--- config.mk ---
export PLATFORM = sky130hd
export DESIGN_NAME = div_seq_ctrl
export DESIGN_NICKNAME = d
export VERILOG_FILES = /design/src/rtl/div_seq_ctrl.sv
export SDC_FILE = /design/constraint.sdc
export NUM_CORES = 1
export LEC_CHECK = 0
export ABC_AREA = 1
export BUFFER_PORTS_ARGS = -buffer_cell sky130_fd_sc_hd__buf_2
export CAP_MARGIN = 20
export CORE_ASPECT_RATIO = 0.7
export CORE_MARGIN = 5
export CORE_UTILIZATION = 47
export DETAILED_ROUTE_END_ITERATION = 8
export PLACE_DENSITY = 0.65
export SYNTH_ARGS = -nofsm -noshare
export SYNTH_HDL_FRONTEND = slang
export SYNTH_SLANG_ARGS = --single-unit
--- constraint.sdc ---
create_clock -name clk -period 7.1 [get_ports clk]
set_clock_uncertainty 0.1 [all_clocks]
set_input_delay 0 -clock clk [delete_from_list [all_inputs] [get_ports clk]]
set_output_delay 0 -clock clk [all_outputs]
set_load 0.005 [all_outputs]
--- src/rtl/div_seq_ctrl.sv ---
// Multi-cycle restoring divider sequencer for EX (div.w/mod.w/div.wu/mod.wu) with valid/ready in and out.
// Optional macro DIV_EARLY_OUT_EN: skip the iteration when |dividend| < |divisor|.
module div_seq_ctrl #(
    parameter int WIDTH = 32,
    parameter int CNT_W = 6
) (
    input  logic             clk,
    input  logic             resetn,
    input  logic             in_valid,
    output logic             in_ready,
    input  logic             op_signed,
    input  logic             op_rem,
    input  logic [WIDTH-1:0] src1,
    input  logic [WIDTH-1:0] src2,
    input  logic             flush,
    output logic             out_valid,
    input  logic             out_ready,
    output logic [WIDTH-1:0] result,
    output logic             busy,
    output logic             div_zero
);

    typedef enum logic [2:0] {IDLE, PREP, ITER, FIX, DONE} state_t;

    localparam logic [WIDTH-1:0] ONE = {{(WIDTH-1){1'b0}}, 1'b1};

    state_t           state, state_nxt;
    logic [CNT_W-1:0] cnt;
    logic [WIDTH-1:0] dvd;      // dividend; quotient bits shift in at the LSB
    logic [WIDTH-1:0] dsr;
    logic [WIDTH-1:0] rem;
    logic [WIDTH-1:0] res_q;
    logic             sgn_q, rop_q, qneg_q, rneg_q, dz_q;

    logic [WIDTH-1:0] mag1, mag2, diff;
    logic [WIDTH:0]   sh_full;
    logic             borrow, dsr_zero, early;

    function automatic logic [WIDTH-1:0] neg(input logic [WIDTH-1:0] x);
        return ~x + ONE;
    endfunction

    function automatic logic [WIDTH-1:0] mag(input logic [WIDTH-1:0] x, input logic sgn);
        return (sgn && x[WIDTH-1]) ? neg(x) : x;
    endfunction

    // The shifted partial remainder can reach WIDTH+1 bits when the divisor exceeds 2^(WIDTH-1)
    always_comb begin
        mag1     = mag(dvd, sgn_q);
        mag2     = mag(dsr, sgn_q);
        dsr_zero = (dsr == '0);
        sh_full  = {rem, dvd[WIDTH-1]};
        borrow   = (sh_full < {1'b0, dsr});
        diff     = sh_full[WIDTH-1:0] - dsr;
`ifdef DIV_EARLY_OUT_EN
        early    = (mag1 < mag2);
`else
        early    = 1'b0;
`endif
    end

    always_ff @(posedge clk or negedge resetn) begin
        if (!resetn) state <= IDLE;
        else         state <= state_nxt;
    end

    always_comb begin
        state_nxt = state;
        in_ready  = 1'b0;
        out_valid = 1'b0;
        busy      = 1'b1;
        div_zero  = 1'b0;
        case (state)
            IDLE: begin
                in_ready = resetn;
                busy     = 1'b0;
                if (in_valid) state_nxt = PREP;
            end
            PREP: begin
                if (dsr_zero || early) state_nxt = FIX;
                else                   state_nxt = ITER;
            end
            ITER: begin
                if (cnt == CNT_W'(WIDTH - 1)) state_nxt = FIX;
            end
            FIX:  state_nxt = DONE;
            DONE: begin
                out_valid = 1'b1;
                div_zero  = dz_q;
                if (out_ready) state_nxt = IDLE;
            end
            default: state_nxt = IDLE;
        endcase
        if (flush) state_nxt = IDLE;
    end

    always_ff @(posedge clk or negedge resetn) begin
        if (!resetn) begin
            cnt    <= '0;
            dvd    <= '0;
            dsr    <= '0;
            rem    <= '0;
            res_q  <= '0;
            sgn_q  <= 1'b0;
            rop_q  <= 1'b0;
            qneg_q <= 1'b0;
            rneg_q <= 1'b0;
            dz_q   <= 1'b0;
        end else if (flush) begin
            dz_q <= 1'b0;
        end else begin
            case (state)
                IDLE: begin
                    if (in_valid) begin
                        dvd   <= src1;
                        dsr   <= src2;
                        sgn_q <= op_signed;
                        rop_q <= op_rem;
                        dz_q  <= 1'b0;
                    end
                end
                PREP: begin
                    qneg_q <= sgn_q & (dvd[WIDTH-1] ^ dsr[WIDTH-1]);
                    rneg_q <= sgn_q & dvd[WIDTH-1];
                    if (dsr_zero) begin
                        dvd  <= '1;
                        rem  <= dvd;
                        dz_q <= 1'b1;
                    end else if (early) begin
                        dvd <= '0;
                        rem <= mag1;
                        dsr <= mag2;
                    end else begin
                        dvd <= mag1;
                        dsr <= mag2;
                        rem <= '0;
                        cnt <= '0;
                    end
                end
                ITER: begin
                    rem <= borrow ? sh_full[WIDTH-1:0] : diff;
                    dvd <= {dvd[WIDTH-2:0], ~borrow};
                    cnt <= cnt + CNT_W'(1);
                end
                FIX: begin
                    if (dz_q)       res_q <= rop_q ? rem : dvd;
                    else if (rop_q) res_q <= rneg_q ? neg(rem) : rem;
                    else            res_q <= qneg_q ? neg(dvd) : dvd;
                end
                default: ;
            endcase
        end
    end

    assign result = res_q;

endmodule

==> results of run 1 <==
-- sequential cells by signal, summed over array words and instances, names as in the netlist, 3 cells and up --
signal	flops
cnt	6
state	3
result	32
dvd	32
rem	32
dsr	32
-- metal layers --
metal | global-route usage | routed length (um)
met5 | 0 | 13
met4 | 0.108 | 1850
met3 | 0.128 | 8010
met2 | 0.488 | 22000
met1 | 0.505 | 24700
-- per-stage QoR --
| stage | total power, mW | cell area (um2) | worst slack [ns] | util |
|---|---|---|---|---|
| floorplan | 4.66 | 13400 | 4.83 | - |
| global placement | 6.21 | 14100 | 3.05 | 0.504 |
| detailed placement | 6.23 | 14100 | 3.01 | 0.504 |
| CTS | 7.32 | 15500 | 3.00 | 0.553 |
| global route | 8.03 | 15500 | 2.58 | 0.553 |
| finish | 7.50 | 15500 | 2.92 | 0.553 |
-- logic make-up (layout without fill, tap and decap cells) --
family,after synthesis,count (layout),share of synthesized area
other,0,2,0
adder cells (fa/ha/maj),37,37,0.0351
AO/OA/AOI/OAI,422,422,0.167
buffers and inverters,365,493,0.108
XOR/XNOR,39,39,0.0255
flip-flops,142,142,0.265
AND/OR/NAND/NOR,1278,1278,0.399
-- cells in the mapped netlist, drive strengths merged (3+ instances only) --
cell type  number
a221oi          3
nor2          256
o21ai         194
dfrtp         142
nor3           29
nand3         208
ha             36
nor4            4
o21bai          5
xor2           38
nand4          36
inv           268
a31oi          20
or2             4
clkinv          3
buf            39
a21oi         172
clkbuf         55
and2            6
nand2         733
o211ai          8
a22oi           7
o22ai           4
-- path summary, 6_finish.rpt --
path,start,to,slack [ns],cells past startpoint
max,state[2],cnt[0],2.92,10
min,in_valid,dz_q,0.03,5
max reg2reg,state[2],cnt[0],2.92,10
min reg2reg,result[15],result[15],0.39,2
max in group asynchronous,resetn,rem[5],5.07,4
min in group asynchronous,resetn,dsr[25],0.08,2
-- worst max-delay path, stage by stage, from the launching register on --
cell and delay [ns]:
dfrtp_1 0.44, nor2_1 0.18, nand2_2 0.05, buf_4 0.35, nand2_1 0.15, inv_1 0.45
nor2_2 0.77, inv_2 0.55, nor2_1 0.66, o21ai_0 0.19, o21a_1 0.14
-- power groups by stage --
| stage | logic (mW) | clock network (mW) | registers (mW) |
|---|---|---|---|
| final | 4.55 | 1.03 | 1.92 |
| after global routing | 5.03 | 1.07 | 1.93 |
| after CTS | 4.41 | 1.04 | 1.87 |
| after detailed placement | 4.35 | 0 | 1.88 |
| after global placement | 4.34 | 0 | 1.88 |
| after floorplan | 3.14 | 0 | 1.52 |
-- area by class of cell --
cell class                 count  area share
multi-input combinational   1776       0.544
sequential                   142       0.230
timing repair buffer         190      0.0871
inverter                     271      0.0659
tap                          371      0.0300
clock buffer                  19      0.0286
clock inverter                13      0.0138
antenna                        2    0.000324
-- what timing repair did --
action,CTS,global route
buffers inserted,0,0
hold endpoints to repair,126,0
hold buffers,72,0
==> impl_metrics.tcl, run 1 <==
set metrics [dict create \
    status "finished clean" \
    io_buffers 106 \
    finalWeightedCongestion 0.990 \
    die_x_um 212 \
    arrival_ns 4.42 \
    die_area_um2 32100 \
    cts_sinks 142 \
    yosysSeqAreaShare 0.265 \
    cp_max_fo 61 \
    pwr-share-clk 0.137 \
    ys_ff_latch 142 \
    chipHeight_um 151 \
    end_kind "register" \
    drive_gt1_frac 0.0788 \
    clk_pin_slew_ns 0.07 \
    ctsRootBufferMaster "clkbuf_16" \
    synth_edf_count 0 \
    core_um2 27900 \
    synth_top_area_share 0.265 \
    cp-start-kind "register" \
    grt_antenna_before_repair 4 \
    synth_area_leaders "dfrtp_1 (27%), nand2_1 (20%), nand3_1 (7.6%)" \
    syn_inst 2283 \
    hpwlAfterDp_um 42700 \
    start_util 0.480 \
    rsz0062_at_grt "false" \
    switching_share 0.575 \
    insertion_delay_ns 0.45 \
    worstMarginPinSlew_ns 1.06 \
    hp-class "input pin to register" \
    grt_pass1_wl_um 85200 \
    switchingPower_mw 4.31 \
    synth_ff_type "dfrtp_1" \
    finalNetCount 2506 \
    multi_input_area_um2 8410 \
    p_comb_frac 0.607 \
    syn-num-nets 2391 \
    slew_headroom 0.294 \
    final_cells 2784 \
    wl_per_cell_um 20.3 \
    dp_cells 2678 \
    mostFrequentLayoutCells "nand2_1 (728), inv_1 (260), nor2_1 (246)" \
    htree_levels 4 \
    setup_viol 0 \
    mostFrequentLayoutCell "nand2_1" \
    yosysWarnings 0 \
    critPathKind "register to register" \
    p_leak_nw 7.65 \
    drt_pass1_iterations 8 \
    grtUsageTotal 0.351 \
    fin_crit_sh 0.588 \
    synthesis.area_um2 13400 \
    synth_largest_area_cell "dfrtp_1" \
    first_global_vias 14700 \
    cts_made_buffers 17 \
    grt_max_degree 91 \
    ir_drop_mv 0.257 \
    max_clock_freq_mhz 239 \
    drt_iter0_drc 2132 \
    worst_hold_slack_ns 0.0342 \
    core.rowCount 51 \
    p_per_area_nw_per_um2 485 \
    drc 0 \
    cts_resized 0 \
    period_minus_slack_ns 4.18 \
    hold_viol 0 \
    cts_buffer_depth 2 \
    area_growth_pct 15.4 \
    fillCellCount 2971 \
    pwr-share-seq 0.256 \
    fin_tns_setup_ns 0 \
    async_flop_share 1.00 \
    num_io_pins 107 \
    vias_per_cell 5.76 \
    required_ns 7.34 \
    vias 16000 \
    cts_tree "built" \
    drv_cap 0 \
    avgSynthCellArea_um2 5.87 \
    ant_nets 0 \
    p_int_mw 3.18 \
    seqCellArea_um2 3560 \
    finalMaxSlewViolations 0 \
    synth_cell_types 48 \
    overflow 0 \
    wl_um 56600 \
]
(Power assumes the default switching activity.)
==> run 2: changes to the inputs <==
--- a/config.mk
+++ b/config.mk
@@ -12,7 +12,7 @@
 export CORE_MARGIN = 5
 export CORE_UTILIZATION = 47
 export DETAILED_ROUTE_END_ITERATION = 8
-export PLACE_DENSITY = 0.65
+export PLACE_DENSITY = 0.68
 export SYNTH_ARGS = -nofsm -noshare
 export SYNTH_HDL_FRONTEND = slang
 export SYNTH_SLANG_ARGS = --single-unit
==> constraint.sdc (replaced) <==
create_clock -name clk -period 3.8 [get_ports clk]
set_clock_uncertainty 0.1 [all_clocks]
set_input_delay 0 -clock clk [delete_from_list [all_inputs] [get_ports clk]]
set_output_delay 0 -clock clk [all_outputs]
set_load 0.005 [all_outputs]
==> impl_metrics.tcl, run 2 (synthesized netlist as in run 1, its figures left out) <==
set metrics [dict create \
    start_util 0.480 \
    fin_tns_setup_ns 0 \
    wl_per_cell_um 20.5 \
    vias_per_cell 5.78 \
    slew_headroom 0.349 \
    io_buffers 106 \
    ant_nets 0 \
    ctsRootBufferMaster "clkbuf_16" \
    end_kind "register" \
    overflow 0 \
    grtUsageTotal 0.357 \
    r2r_slack_ns 0.40 \
    hpwlAfterDp_um 44200 \
    cts_sinks 142 \
    period_minus_slack_ns 3.40 \
    status "finished clean" \
    ff2ff_path_depth 15 \
    r2r-start "dsr[16]" \
    drv_cap 0 \
    cts_buffer_depth 2 \
    reg2reg_to "dvd[0]" \
    num_io_pins 107 \
    area_growth_pct 16.8 \
    clk_pin_slew_ns 0.07 \
    first_global_vias 14500 \
    core_um2 27900 \
    ir_drop_mv 0.478 \
    total_power_mw 14.2 \
    mostFrequentLayoutCells "nand2_1 (728), inv_1 (260), nor2_1 (246)" \
    die_area_um2 32100 \
    grt_antenna_before_repair 1 \
    hp-class "input pin to asynchronous set/reset pin" \
    rsz0062_at_grt "false" \
    grt_pass1_wl_um 86700 \
    max_stage_delay_ns 0.54 \
    cp-start-kind "register" \
    htree_levels 4 \
    cp_slowest_cell "dlygate4sd3_1" \
    worst_hold_slack_ns 0.0400 \
    setup_viol 0 \
    insertion_delay_ns 0.46 \
    required_ns 4.09 \
    post_cts_buffers 0 \
    hold_viol 0 \
    crit_chain "inv_1, ha_1, nand2_1, nor2_1, nand2_1, inv_1, nand2_1, nand2_1, nand2_2, nand2_2, nand2_1, nand3_1, nand2_1, nand2_1, dlygate4sd3_1" \
    core.rowCount 51 \
    finalNetCount 2530 \
    chipHeight_um 151 \
    wl_um 57700 \
    finalWeightedCongestion 1.04 \
    finalMaxSlewViolations 0 \
    mostFrequentLayoutCell "nand2_1" \
    drt_iter0_drc 2244 \
    drc 0 \
    drive_gt1_frac 0.0867 \
    worstMarginPinSlew_ns 0.971 \
    arrival_ns 3.69 \
    crit_path_frequent_cell "nand2_1" \
    critPathKind "register to register" \
    fin_crit_sh 0.894 \
    max_clock_freq_mhz 294 \
    cp_max_fo 14 \
    cts_made_buffers 17 \
    die_x_um 212 \
    grt_max_degree 80 \
    p_leak_nw 7.79 \
    cts_tree "built" \
    fillCellCount 2885 \
    drt_pass1_iterations 6 \
    critPathTopFamily "simple AND/OR/NAND/NOR gates" \
    p_per_area_nw_per_um2 908 \
    vias 16200 \
    critical_path_buf_inv_count 3 \
]
==> run 2: what timing repair did <==
item,CTS,global route
hold buffers,75,0
resized for setup,0,0
endpoints found under the hold margin,147,0
setup endpoints to repair,0,0
==> run 2: metrics by stage <==
step | setup slack [ns] | area, um2 | utilization | instances
3_5_place_dp | 0.871 | 14300 | 0.510 | 2699
5_1_grt | 0.217 | 15700 | 0.560 | 2806
3_3_place_gp | 0.917 | 14300 | 0.510 | 2699
2_1_floorplan | 1.53 | 13400 | - | 2283
6_report | 0.404 | 15700 | 0.560 | 2808
4_1_cts | 0.508 | 15700 | 0.560 | 2806
==> run 2: report_power, final <==
| part | internal (mW) | leakage [nW] | switching (mW) |
|---|---|---|---|
| Combinational | 2.71 | 5.73 | 6.00 |
| Clock | 1.19 | 0.321 | 0.746 |
| Sequential | 2.19 | 1.74 | 1.38 |
==> run 2: worst max-delay path by stage <==
stage               startpoint       to  slack (ns)  cells past startpoint
floorplan              dsr[23]  rem[11]        1.53                     15
global placement       dsr[16]  rem[12]        0.92                     15
detailed placement      dsr[6]  rem[12]        0.87                     17
CTS                    dsr[16]   dvd[0]        0.51                     15
global route            dsr[8]   dvd[0]        0.22                     15
finish                 dsr[16]   dvd[0]        0.40                     15
==> run 2: layout make-up <==
class | count | area, um2 | share of cell area
diodes | 2 | 5.00 | 0.000320
clock buffers | 19 | 443 | 0.0283
clock inverters | 13 | 213 | 0.0136
inverters | 271 | 1020 | 0.0651
multi-input cells | 1776 | 8410 | 0.537
flip-flops and latches | 142 | 3560 | 0.227
well taps | 371 | 464 | 0.0296
repair buffers | 214 | 1550 | 0.0988
==> run 2: metal layers <==
| layer | part of all wire | GRT usage | vias to the layer above |
|---|---|---|---|
| met2 | 0.40 | 0.491 | 893 |
| met3 | 0.13 | 0.124 | 97 |
| met5 | 0 | 0 | - |
| li1 | - | - | 7698 |
| met4 | 0.022 | 0.0927 | 0 |
| met1 | 0.45 | 0.528 | 7551 |
==> run 2: worst register-to-register path: cells and delay by family (launching register included) <==
| kind | cells | cell delay (ns) |
|---|---|---|
| adders and majority gates | 1 | 0.45 |
| and+or+nand+nor | 11 | 1.47 |
| DFF | 1 | 0.46 |
| buffers and inverters | 3 | 0.85 |
